===== config.mk =====
export PLATFORM = sky130hd
export DESIGN_NAME = popcount_frame_arbiter
export DESIGN_NICKNAME = d
export VERILOG_FILES = /design/src/rtl/popcount_pkg.sv /design/src/rtl/popcount_byte.sv /design/src/rtl/popcount_frame_arbiter.sv
export SDC_FILE = /design/constraint.sdc
export NUM_CORES = 1
export LEC_CHECK = 0
export ABC_AREA = 0
export CORE_UTILIZATION = 48
export CTS_BUF_LIST = sky130_fd_sc_hd__clkbuf_8
export DETAILED_ROUTE_END_ITERATION = 8
export GPL_TIMING_DRIVEN = 0
export PLACE_DENSITY = 0.9
export SKIP_CTS_REPAIR_TIMING = 1
export SYNTH_ARGS = -nofsm -noshare
export SYNTH_HDL_FRONTEND = slang
export SYNTH_SLANG_ARGS = --single-unit

===== constraint.sdc =====
create_clock -name clk -period 5.69 [get_ports clk]
set_clock_uncertainty 0.1 [all_clocks]
set_input_delay 0.569 -clock clk [delete_from_list [all_inputs] [get_ports clk]]
set_output_delay 0.569 -clock clk [all_outputs]
set_load 0.01 [all_outputs]

===== src/rtl/popcount_pkg.sv =====
// Shared constants and helpers for the popcount frame arbiter.
// State encodings, popcount width and the saturating accumulator add.
package popcount_pkg;

    localparam logic [1:0] IDLE   = 2'd0;
    localparam logic [1:0] BUSY   = 2'd1;
    localparam logic [1:0] RESULT = 2'd2;

    localparam int POPCNT_W = 4;

    function automatic int unsigned sat_add(input int unsigned a,
                                            input int unsigned b,
                                            input int unsigned max_val);
        int unsigned s;
        s = a + b;
        return (s > max_val) ? max_val : s;
    endfunction

endpackage


===== src/rtl/popcount_byte.sv =====
// Combinational ones count of one byte.
// Result range is 0..8, so four bits are enough.
module popcount_byte
    import popcount_pkg::*;
(
    input  logic [7:0]          data,
    output logic [POPCNT_W-1:0] count
);

    always_comb begin
        count = '0;
        for (int i = 0; i < 8; i++) begin
            count = count + POPCNT_W'(data[i]);
        end
    end

endmodule


===== src/rtl/popcount_frame_arbiter.sv =====
// Round-robin frame arbiter in front of one shared byte popcount unit.
// Grants one requester per frame, accumulates a saturating ones count, then returns it.
module popcount_frame_arbiter
    import popcount_pkg::*;
#(
    parameter int NREQ  = 4,
    parameter int ACC_W = 8,
    parameter int IDW   = 2
) (
    input  logic              clk,
    input  logic              reset,
    input  logic [NREQ-1:0]   req_valid,
    input  logic [8*NREQ-1:0] req_data,
    input  logic [NREQ-1:0]   req_last,
    output logic [NREQ-1:0]   req_ready,
    output logic              res_valid,
    input  logic              res_ready,
    output logic [ACC_W-1:0]  res_count,
    output logic [IDW-1:0]    res_id,
    output logic              res_overflow
);

    localparam int unsigned ACC_MAX = (32'd1 << ACC_W) - 32'd1;

    logic [1:0]          state;
    logic [IDW-1:0]      ptr;
    logic [IDW-1:0]      grant_id;
    logic [ACC_W-1:0]    acc;
    logic                ovf;

    logic                pick_found;
    logic [IDW-1:0]      pick_id;
    logic [IDW-1:0]      idx;
    logic [7:0]          grant_byte;
    logic [POPCNT_W-1:0] byte_cnt;
    logic                beat;
    logic                ovf_now;
    logic [ACC_W-1:0]    acc_next;

    // Search starts at the pointer so the last-served requester ends up last in line.
    always_comb begin
        pick_found = 1'b0;
        pick_id    = '0;
        idx        = '0;
        for (int i = 0; i < NREQ; i++) begin
            idx = IDW'((int'(ptr) + i) % NREQ);
            if (!pick_found && req_valid[idx]) begin
                pick_found = 1'b1;
                pick_id    = idx;
            end
        end
    end

    assign grant_byte = req_data[{grant_id, 3'b000} +: 8];

    popcount_byte u_popcount_byte (
        .data  (grant_byte),
        .count (byte_cnt)
    );

    assign beat     = (state == BUSY) && req_valid[grant_id];
    assign ovf_now  = (32'(acc) + 32'(byte_cnt)) > ACC_MAX;
    assign acc_next = ACC_W'(sat_add(32'(acc), 32'(byte_cnt), ACC_MAX));

    always_comb begin
        req_ready = '0;
        if (state == BUSY) begin
            req_ready[grant_id] = 1'b1;
        end
    end

    assign res_valid = (state == RESULT);

    always_ff @(posedge clk) begin
        if (reset) begin
            state        <= IDLE;
            ptr          <= '0;
            grant_id     <= '0;
            acc          <= '0;
            ovf          <= 1'b0;
            res_count    <= '0;
            res_id       <= '0;
            res_overflow <= 1'b0;
        end else begin
            case (state)
                IDLE: begin
                    if (pick_found) begin
                        grant_id <= pick_id;
                        acc      <= '0;
                        ovf      <= 1'b0;
                        state    <= BUSY;
                    end
                end
                BUSY: begin
                    if (beat) begin
                        acc <= acc_next;
                        ovf <= ovf | ovf_now;
                        // The result includes the last byte itself.
                        if (req_last[grant_id]) begin
                            res_count    <= acc_next;
                            res_id       <= grant_id;
                            res_overflow <= ovf | ovf_now;
                            state        <= RESULT;
                        end
                    end
                end
                RESULT: begin
                    if (res_ready) begin
                        ptr   <= (grant_id == IDW'(NREQ - 1)) ? '0 : grant_id + 1'b1;
                        state <= IDLE;
                    end
                end
                default: state <= IDLE;
            endcase
        end
    end

endmodule


Word-level counts from Yosys, hierarchy flattened --
Index checks and enable logic that the tools add are counted.
Storage, ports and cells: register bits after elaboration 26, bits of input ports 43, output and inout bits 16, logic and storage cells 87
Operators by class: add/subtract/negate cells 12, magnitude comparators 7, eq/ne operators 7, shifts and indexed selects 1, multiplexer cells 36, bitwise gates (word level) 1, reduce and logical (&&, ||, !) cells 15
Operators by type and width (count):
- 32-bit by 6-bit indexed part select with 8-bit output | 1
- 4-bit by 1-bit adder with 4-bit output | 6
- 8-bit 2-to-1 mux | 3
- 2-bit 2-to-1 mux | 9
- 8-bit case mux with 2 select lines | 1
- 2-bit by 3-bit less-than comparator with 1-bit output (second input constant) | 5
- 1-bit 2-to-1 mux | 13
- 1-bit binary-select mux with 2-bit select | 6
- 8-bit by 4-bit adder with 9-bit output | 1
- 9-bit by 8-bit > comparator with 1-bit output (second input constant) | 1
- 2-bit case mux with 3 select lines | 1
- 3-bit AND reduction | 2
- 1-bit logical AND | 5
- 2-bit by 1-bit adder with 2-bit output (second input constant) | 2
- 2-bit adder (second input constant) | 2
- 2-bit equality test (second input constant) | 2
- 4-bit 2-to-1 mux | 1
- 2-bit by 1-bit != test with 1-bit output (second input constant) | 2
- 2-bit != test (second input constant) | 2
- 2-bit AND reduction | 2
- 4-bit AND reduction | 1
- 1-bit zero test | 3
- 1-bit by 1-bit adder with 2-bit output | 1
- 1-bit demux with 2-bit select | 1
- 6 further kinds | 6

Logic depth before layout (Yosys ltp) --
word-level depth 14, gate-level depth with buffers 17, depth with buffers taken out 15

Modules after synthesis --
Synthesis repeated with hierarchy kept, for this count alone.
Second synthesis, totals: cells, all modules 202, area, all modules 1799.2 um2
By module, submodules not included:
- popcount_frame_arbiter | instances 1, cells each 178, area each 1609.0 um2, seq. area each 520.5 um2
- popcount_byte | instances 1, cells each 24, area each 190.2 um2, seq. area each 0.0 um2

Least setup slack after synthesis --
Ideal clock, no wire load.
kind register -> register, start register grant_id[0], end register res_count[6], setup time 132 ps, data arrival time 4866 ps, required time 5458 ps, path slack 592 ps, stages on the path, launching flop included 15, path buffers 1, period minus slack after synthesis 5098 ps, cells stage by stage dfxtp_1 -> buf_2 -> mux4_2 -> ha_1 -> fa_1 -> inv_1 -> fa_1 -> fa_1 -> fa_1 -> fa_1 -> nand2b_1 -> a21o_1 -> or3_1 -> o211ai_1 -> a21oi_1
On the way: longest elaborated chain between the ends 11, elaborated cells between the ends (all ways) 17, classes of those cells 8 x add/sub; 1 x order compare; 1 x shift; 5 x mux; 2 x reduce/logical
Ends and longest elaborated chain:
- start, declared | line popcount_frame_arbiter.sv:27 | logic [IDW-1:0] grant_id;
- start signal, assigned | line popcount_frame_arbiter.sv:88 | grant_id <= pick_id;
- 32-bit by 6-bit indexed part select with 8-bit output | line popcount_frame_arbiter.sv:54 | assign grant_byte = req_data[{grant_id, 3'b000} +: 8];
- 1-bit by 1-bit adder with 2-bit output | line popcount_byte.sv:13 | count = count + POPCNT_W'(data[i]);
- 4-bit by 1-bit adder with 4-bit output (6 in series) | line popcount_byte.sv:13
- 8-bit by 4-bit adder with 9-bit output | line popcount_pkg.sv:15 | s = a + b;
- 9-bit by 8-bit > comparator with 1-bit output | line popcount_pkg.sv:16 | return (s > max_val) ? max_val : s;
- 8-bit 2-to-1 mux | line popcount_pkg.sv:16
- end signal, assigned | line popcount_frame_arbiter.sv:100 | res_count <= acc_next;
- end, declared | line popcount_frame_arbiter.sv:18 | output logic [ACC_W-1:0] res_count,
Parallel ways exist; a longest one is shown, timed or not. The select of a mux whose other input is x is not followed. A chain may end at the register's enable or synchronous reset.

Final worst setup path --
Ends and elaborated chain as after synthesis.

==> results_dict.tcl <==
set metrics [dict create \
    ys_async_sr_fraction 0 \
    cts_max_level 1 \
    synth-seq-cells 26 \
    hpwl_um 3780 \
    period_minus_slack_ns 5.46 \
    clk_pin_slew_ns 0.10 \
    worst_pin_slew_ns 0.617 \
    drv_slew 0 \
    critPathRequiredTime_ns 5.74 \
    ys.flop_type "dfxtp_1" \
    ant_nets 0 \
    clk_latency_ns 0.27 \
    grtUsageTotal 0.244 \
    layout-drive-gt1-share 0.105 \
    area_growth_pct 38.6 \
    rsz0062_at_grt "no" \
    min_path_type "reg -> reg" \
    wl_per_cell_um 15.3 \
    ir_drop_v 0.000165 \
    grt_max_degree 16 \
    boundaryPins 59 \
    postSynthCellCount 206 \
    place_worst_setup_slack_ns 0.0567 \
    finalCritPeriodShare 0.960 \
    synth_common_cells "dfxtp_1, nand2_1, a21oi_1, nor2_1, inv_1" \
    fill_cells 281 \
    slew_headroom 0.586 \
    gp_congestion 0.841 \
    num_vias 1799 \
    hold_violations 0 \
    core_area_sq_um 3690 \
    syn_area_sq_um 1850 \
    fin_ws_ns 0.230 \
    yosysSeqAreaShare 0.281 \
    dr.pass1.iters 4 \
    post-route-util 0.696 \
    cts_tree "done" \
    path_max_fanout 10 \
    start_util 0.502 \
    diodes 0 \
    crit_path_start_kind "flip-flop" \
    critPathKind "reg -> reg" \
    use_met2 0.418 \
    cts_buffers 3 \
    grt_pass1_wl_um 7850 \
    end_kind "flip-flop" \
    met1_usage 0.302 \
    finalWirelength_um 4830 \
    finalSetupViolCount 0 \
    synthDistinctLibCells 45 \
    multiInputGateArea_sq_um 1230 \
    synth_edf_count 0 \
    yosys.area.top_type "dfxtp_1" \
    grt.busiest_layer "met2" \
    clockBufferDepth 2 \
    clock-sinks 26 \
    synth_area_leaders "dfxtp_1, mux4_2, ha_1" \
    seq_area_sq_um 520 \
    avgSynthCellArea_sq_um 8.99 \
    drc 0 \
    cap_violations 0 \
    finalSetupTns_ns 0 \
    outcome "finished, final reports clean" \
    yosysMostFrequentCell "dfxtp_1" \
    io_buffers 58 \
    nets 327 \
    core.rowCount 22 \
    via_per_inst 5.71 \
    yosysWarnings 0 \
    die_area_sq_um 4110 \
    max_freq_mhz 183 \
    cts_root_buffer "clkbuf_8" \
    overflow 0 \
    syn_nets 265 \
    synth_top_cell_area_share 0.281 \
    grt_util_met3 0.0482 \
    cp.arrival_ns 5.51 \
    antenna_found_initial 0 \
    die_height_um 64.1 \
    power.leakage_nw 0.992 \
    power_density_nw_per_um2 237 \
    die_x_um 64.1 \
    grt_pass1_vias 1740 \
    drt_iter0_drc 89 \
]
[registers in the layout, summed over array words and instances (netlist names)]
| register | count |
|---|---|
| ptr | 2 |
| acc | 8 |
| state | 2 |
| grant_id | 2 |
| res_count | 8 |
| res_id | 2 |
| ovf | 1 |
| res_overflow | 1 |
[metal layers]
layer  up-vias  part of all wire
met2        61              0.51
li1        863                 -
met4         0             0.011
met3         7             0.053
met1       868              0.43
met5         -                 0
[per-stage QoR]
step / hold slack, ns / cell area [sq um] / power (W) / cells
detailed placement: 0.347 / 2490 / 0.000460 / 312
CTS: 0.360 / 2560 / 0.000612 / 316
finish: 0.358 / 2570 / 0.000609 / 315
floorplan: 0.332 / 1850 / 0.000374 / 206
global placement: 0.343 / 2490 / 0.000446 / 312
global route: 0.390 / 2570 / 0.000654 / 315
[layout by cell type (no fill, tap or decap), types with 6 or more instances in the layout]
cell and n:
nand2_1 21, nor2_1 18, mux4_2 10, ha_1 11
clkdlybuf4s50_1 58, a21oi_1 17, nor3_1 6, dfxtp_1 26
inv_1 15
[path summary, 6_finish.rpt]
check,start,endpoint,slack (ns),cells past startpoint
max,grant_id[0],res_count[6],0.23,14
min,res_count[4],res_count[4],0.36,2
max reg2reg,grant_id[0],res_count[6],0.23,14
min reg2reg,res_count[4],res_count[4],0.36,2
[cell families after synthesis]
family / count (synthesis) / synth area share
AO/OA/AOI/OAI: 50 / 0.181
XOR/XNOR: 2 / 0.00946
adder cells (fa/ha/maj): 16 / 0.128
buffers and inverters: 23 / 0.0574
flip-flops: 26 / 0.281
multiplexers: 11 / 0.128
AND/OR/NAND/NOR: 78 / 0.215
[power breakdown]
part           switching, W  internal (W)
clock network     0.0000585     0.0000941
logic              0.000134      0.000125
registers        0.00000717      0.000191
[cell type report]
type | instances | area share
Timing Repair Buffer | 58 | 0.226
Tap cell | 48 | 0.0234
Clock inverter | 1 | 0.0117
Sequential cell | 26 | 0.203
Buffer | 6 | 0.0176
Inverter | 16 | 0.0234
Clock buffer | 3 | 0.0161
Multi-Input combinational cell | 157 | 0.479
[critical path: stages (launching register included)]
cell and delay, ns:
dfxtp_1 0.49, buf_4 0.28, mux4_2 0.53, ha_1 0.33, fa_1 0.53, inv_1 0.05, fa_1 0.53, fa_1 0.49
fa_1 0.50, fa_1 0.47, nand2b_1 0.21, a21o_1 0.22, or3_1 0.39, o211ai_1 0.12, a21oi_1 0.08
No activity file was read; power rests on OpenSTA's default activity.
